$ cat config.mk
export PLATFORM = sky130hd
export DESIGN_NAME = mmio_uart_tx
export DESIGN_NICKNAME = d
export VERILOG_FILES = /design/src/rtl/mmio_uart_tx.sv
export SDC_FILE = /design/constraint.sdc
export NUM_CORES = 1
export LEC_CHECK = 0
export BUFFER_PORTS_ARGS = -buffer_cell sky130_fd_sc_hd__buf_4
export CAP_MARGIN = 20
export CORE_ASPECT_RATIO = 0.75
export CORE_MARGIN = 3
export CORE_UTILIZATION = 50
export CTS_BUF_LIST = sky130_fd_sc_hd__clkbuf_4 sky130_fd_sc_hd__clkbuf_8
export DETAILED_ROUTE_END_ITERATION = 7
export GPL_TIMING_DRIVEN = 0
export PLACE_DENSITY_LB_ADDON = 0.2
export SLEW_MARGIN = 20
export SYNTH_ARGS = -nofsm -noshare
export SYNTH_HDL_FRONTEND = slang
export SYNTH_SLANG_ARGS = --single-unit
$ cat constraint.sdc
create_clock -name clock -period 3.35 [get_ports clock]
set_input_delay 0.335 -clock clock [delete_from_list [all_inputs] [get_ports clock]]
set_output_delay 0.335 -clock clock [all_outputs]
set_load 0.01 [all_outputs]
$ cat src/rtl/mmio_uart_tx.sv
// Memory-mapped 8N1 UART transmitter: bus stores fill a small FIFO that a
// serializer drains onto tx; the status word is readable combinationally.
module mmio_uart_tx #(
  parameter int          CLKS_PER_BIT = 4,
  parameter int          FIFO_DEPTH   = 4,
  parameter logic [31:0] ADDR_TX      = 32'hFFFF_0000,
  parameter logic [31:0] ADDR_STATUS  = 32'hFFFF_0004
) (
  input  logic        clock,
  input  logic        reset,
  input  logic        mem_write,
  input  logic        mem_read,
  input  logic [31:0] address,
  input  logic [31:0] write_data,
  output logic [31:0] read_data,
  output logic        sel,
  output logic        tx,
  output logic        busy
);

  localparam int PW    = $clog2(FIFO_DEPTH);
  localparam int CW    = $clog2(FIFO_DEPTH + 1);
  localparam int BAUDW = $clog2(CLKS_PER_BIT);
  localparam logic [CW-1:0]    FULL_CNT = CW'(FIFO_DEPTH);
  localparam logic [BAUDW-1:0] BAUD_MAX = BAUDW'(CLKS_PER_BIT - 1);

  typedef enum logic [1:0] {IDLE, START, DATA, STOP} state_t;

  state_t           state, state_n;
  logic [BAUDW-1:0] baud_cnt, baud_cnt_n;
  logic [2:0]       bit_idx, bit_idx_n;
  logic [7:0]       shift, shift_n;
  logic             tx_q, tx_n;
  logic             pop;

  logic [7:0]    mem [FIFO_DEPTH];
  logic [PW-1:0] wr_ptr, rd_ptr;
  logic [CW-1:0] count;
  logic          overflow;
  logic          empty, full, tx_active;
  logic          hit_tx, hit_status, push_req, push, clr_ovf;
  logic          unused_bits;

  assign hit_tx      = (address == ADDR_TX);
  assign hit_status  = (address == ADDR_STATUS);
  assign sel         = hit_tx | hit_status;
  assign push_req    = mem_write & hit_tx;
  assign push        = push_req & ~full;
  assign clr_ovf     = mem_write & hit_status & write_data[3];
  assign empty       = (count == '0);
  assign full        = (count == FULL_CNT);
  assign tx_active   = (state != IDLE);
  assign busy        = tx_active | ~empty;
  assign tx          = tx_q;
  assign unused_bits = ^write_data[31:8];

  assign read_data = (mem_read && hit_status)
                     ? {28'b0, overflow, tx_active, full, empty} : 32'b0;

  // Storage has no reset: only entries between the pointers are ever read.
  always_ff @(posedge clock) begin
    if (push) mem[wr_ptr] <= write_data[7:0];
  end

  // A push into a full FIFO is dropped even if a pop frees a slot this edge.
  always_ff @(posedge clock or posedge reset) begin
    if (reset) begin
      wr_ptr   <= '0;
      rd_ptr   <= '0;
      count    <= '0;
      overflow <= 1'b0;
    end else begin
      if (push) wr_ptr <= wr_ptr + 1'b1;
      if (pop)  rd_ptr <= rd_ptr + 1'b1;
      case ({push, pop})
        2'b10:   count <= count + 1'b1;
        2'b01:   count <= count - 1'b1;
        default: count <= count;
      endcase
      if (push_req && full) overflow <= 1'b1;
      else if (clr_ovf)     overflow <= 1'b0;
    end
  end

  always_ff @(posedge clock or posedge reset) begin
    if (reset) begin
      state    <= IDLE;
      baud_cnt <= '0;
      bit_idx  <= '0;
      shift    <= '0;
      tx_q     <= 1'b1;
    end else begin
      state    <= state_n;
      baud_cnt <= baud_cnt_n;
      bit_idx  <= bit_idx_n;
      shift    <= shift_n;
      tx_q     <= tx_n;
    end
  end

  // tx_n is the line level for the next state, so tx comes straight off a flop.
  always_comb begin
    state_n    = state;
    baud_cnt_n = baud_cnt;
    bit_idx_n  = bit_idx;
    shift_n    = shift;
    tx_n       = tx_q;
    pop        = 1'b0;
    case (state)
      IDLE: begin
        tx_n = 1'b1;
        if (!empty) begin
          pop        = 1'b1;
          shift_n    = mem[rd_ptr];
          baud_cnt_n = '0;
          state_n    = START;
          tx_n       = 1'b0;
        end
      end
      START: begin
        tx_n = 1'b0;
        if (baud_cnt == BAUD_MAX) begin
          baud_cnt_n = '0;
          bit_idx_n  = '0;
          state_n    = DATA;
          tx_n       = shift[0];
        end else begin
          baud_cnt_n = baud_cnt + 1'b1;
        end
      end
      DATA: begin
        tx_n = shift[0];
        if (baud_cnt == BAUD_MAX) begin
          baud_cnt_n = '0;
          if (bit_idx == 3'd7) begin
            state_n = STOP;
            tx_n    = 1'b1;
          end else begin
            bit_idx_n = bit_idx + 1'b1;
            shift_n   = {1'b0, shift[7:1]};
            tx_n      = shift[1];
          end
        end else begin
          baud_cnt_n = baud_cnt + 1'b1;
        end
      end
      STOP: begin
        tx_n = 1'b1;
        if (baud_cnt == BAUD_MAX) begin
          baud_cnt_n = '0;
          if (!empty) begin
            pop     = 1'b1;
            shift_n = mem[rd_ptr];
            state_n = START;
            tx_n    = 1'b0;
          end else begin
            state_n = IDLE;
          end
        end else begin
          baud_cnt_n = baud_cnt + 1'b1;
        end
      end
      default: begin
        state_n = IDLE;
        tx_n    = 1'b1;
      end
    endcase
  end

endmodule

==> results.json <==
{
  "status": "completed",
  "power_density_nw_per_um2": 343.0,
  "async_reset_ff_frac": 0.4286,
  "p_total_w": 0.001224,
  "tritoncts": "yes",
  "design_area_um2": 3567,
  "synth_ff_type": "edfxtp_1",
  "diodes": 0,
  "grt_busiest_layer": "met2",
  "maxCapViolations": 0,
  "synth-edff-count": 32,
  "hp-class": "input pin to flip-flop",
  "final_layout_size_suffix_gt1_frac": 0.4086,
  "grt_use_met2": 0.2447,
  "synth.avg_cell_area_um2": 13.42,
  "io_buffers": 50,
  "synthCells": 216,
  "grt_pass1_vias": 1776,
  "ant_nets": 0,
  "rsz0062_at_grt": "false",
  "clock-sinks": 56,
  "ys_seq_area_frac": 0.5391,
  "slew_headroom": 0.3600,
  "clk_latency_ns": 0.31,
  "finalCriticalPeriod_ns": 2.479,
  "utilization": 0.6524,
  "coreArea_um2": 5468,
  "peakVddDrop_v": 0.0001925,
  "synth-seq-cells": 56,
  "die_h_um": 71.95,
  "gp_congestion": 0.7961,
  "dpl.hpwl_um": 3875,
  "drc": 0,
  "synth.most_common_cell": "edfxtp_1",
  "setup_tns_ns": 0,
  "clockBufferDepth": 2,
  "clk_pin_slew_ns": 0.11,
  "first_pass_iters": 4,
  "place_ws_ns": 0.9062,
  "post-route-period-util": 0.7399,
  "vias": 1791,
  "grt-ovfl-total": 0,
  "synth.cell_area_um2": 2899,
  "ios": 103,
  "start_util": 0.5302,
  "fin_ws_ns": 0.8713,
  "leakage_nw": 1.594,
  "numCtsBuffers": 5,
  "crit_type": "flip-flop to flip-flop",
  "htree_num_levels": 2,
  "yosys-top-cells-area": "edfxtp_1 33%, dfrtp_1 20%, buf_4 7.3%",
  "synth.distinct_cells": 42,
  "grt_use_total": 0.1623,
  "yosysTopAreaCell": "edfxtp_1",
  "grt_pass1_wl_um": 8514,
  "clockRootBuffer": "clkbuf_8",
  "critPathMaxFanout": 5,
  "wire_per_inst_um": 13.44,
  "max_freq_ghz": 0.4034,
  "cts_resized": 0,
  "crit_required_ns": 3.59,
  "setup_viol": 0,
  "drv_slew": 0,
  "wirelength_um": 5055,
  "die_w_um": 93.93,
  "synth_top_cell_area_share": 0.3315,
  "critPathCaptureType": "flip-flop",
  "start_kind": "flip-flop",
  "crit_arrival_ns": 2.72,
  "synthTopCellsByCount": "32 x edfxtp_1, 28 x buf_4, 23 x dfrtp_1, 18 x mux2_2",
  "ys_warn_count": 0,
  "use_met3": 0.05181,
  "rows": 23,
  "postCtsSetupBuffers": 0,
  "grt_max_degree": 25,
  "grt_use_met1": 0.2320,
  "antenna_found_initial": 0,
  "r2r_slack_ns": 0.87,
  "via_per_inst": 4.763,
  "design.die.area_um2": 6757,
  "dpl_cell_area_um2": 3470,
  "hold_viol_final": 0,
  "holdBufCountCts": 0,
  "initialDrtViolationCount": 70,
  "fin_skew_ns": 0.008275,
  "nets": 382,
  "worst_pin_slew_ns": 0.9590,
  "areaGrowthSynthToFinish_pct": 23.05
}
[state kept, by name (all words and copies together), names as in the netlist]
name,cells
count,3
bit_idx,3
overflow,1
tx,1
shift,8
rd_ptr,2
baud_cnt,2
mem,32
wr_ptr,2
state,2
[through the flow]
stage	hold slack, ns	cells
after floorplan	0.3489	243
after global placement	0.4804	368
after detailed placement	0.4891	368
after CTS	0.2060	376
after global routing	0.1961	376
final	0.2124	376
[cells in the final DEF, fill, tap and decap left out, types with 4 or more instances in the layout]
master,count
a22o_1,5
and2_1,4
buf_2,4
buf_4,78
clkbuf_8,5
conb_1,28
dfrtp_1,23
edfxtp_1,32
ha_1,13
inv_1,13
mux2_2,18
mux4_2,8
nand2_1,9
nand3_1,4
nand4_1,4
nor3_1,7
o21ai_0,5
[critical path, cell delays in order, from the launching register on]
cell and delay, ns:
dfrtp_1 0.44, inv_1 0.14, ha_1 0.26, a21oi_1 0.08, nor3_1 0.39, ha_1 0.27, inv_1 0.06, fa_1 0.37
xor2_1 0.15, nor2_1 0.11, xor2_1 0.15
[report_power, final]
| part | internal [W] | switching, W | total [W] |
|---|---|---|---|
| Clock | 0.000159 | 0.000243 | 0.000402 |
| Combinational | 0.0000546 | 0.0000383 | 0.0000929 |
| Sequential | 0.000729 | 0.00000000511 | 0.000729 |
| Total | 0.000942 | 0.000281 | 0.00122 |
[per-layer routing]
layer | up-vias | wire, um
met4 | 0 | 26
li1 | 893 | -
met1 | 832 | 2323
met3 | 2 | 372
met2 | 64 | 2333
met5 | - | 0
[layout make-up]
| cell class | instances | area [um2] |
|---|---|---|
| inverter | 13 | 48.80 |
| multi-input combinational | 139 | 1147 |
| clock inverter | 3 | 28.78 |
| fill | 430 | 1901 |
| buffer | 35 | 241.5 |
| timing repair buffer | 50 | 375.4 |
| clock buffer | 5 | 68.82 |
| tap | 75 | 93.84 |
| sequential | 56 | 1563 |
[path summary, 6_finish.rpt]
check | startpoint | endpoint | cells after the start
worst max-delay path | state[0] | count[2] | 10
worst min-delay path | write_data[2] | mem[2][2] | 1
worst max register to register | state[0] | count[2] | 10
worst min register to register | shift[5] | shift[5] | 1
max in group asynchronous | reset | shift[7] | 2
min in group asynchronous | reset | wr_ptr[1] | 2
[cell families after synthesis]
family / Yosys count / synth area share
flops: 56 / 0.5391
buf+inv: 48 / 0.1001
simple gates: 45 / 0.09021
mux: 27 / 0.1355
compound gates: 19 / 0.05266
fa+ha+maj: 14 / 0.06301
xor+xnor: 6 / 0.01813
other cells: 1 / 0.001294
Note: power is estimated with default switching activity, not from simulation.
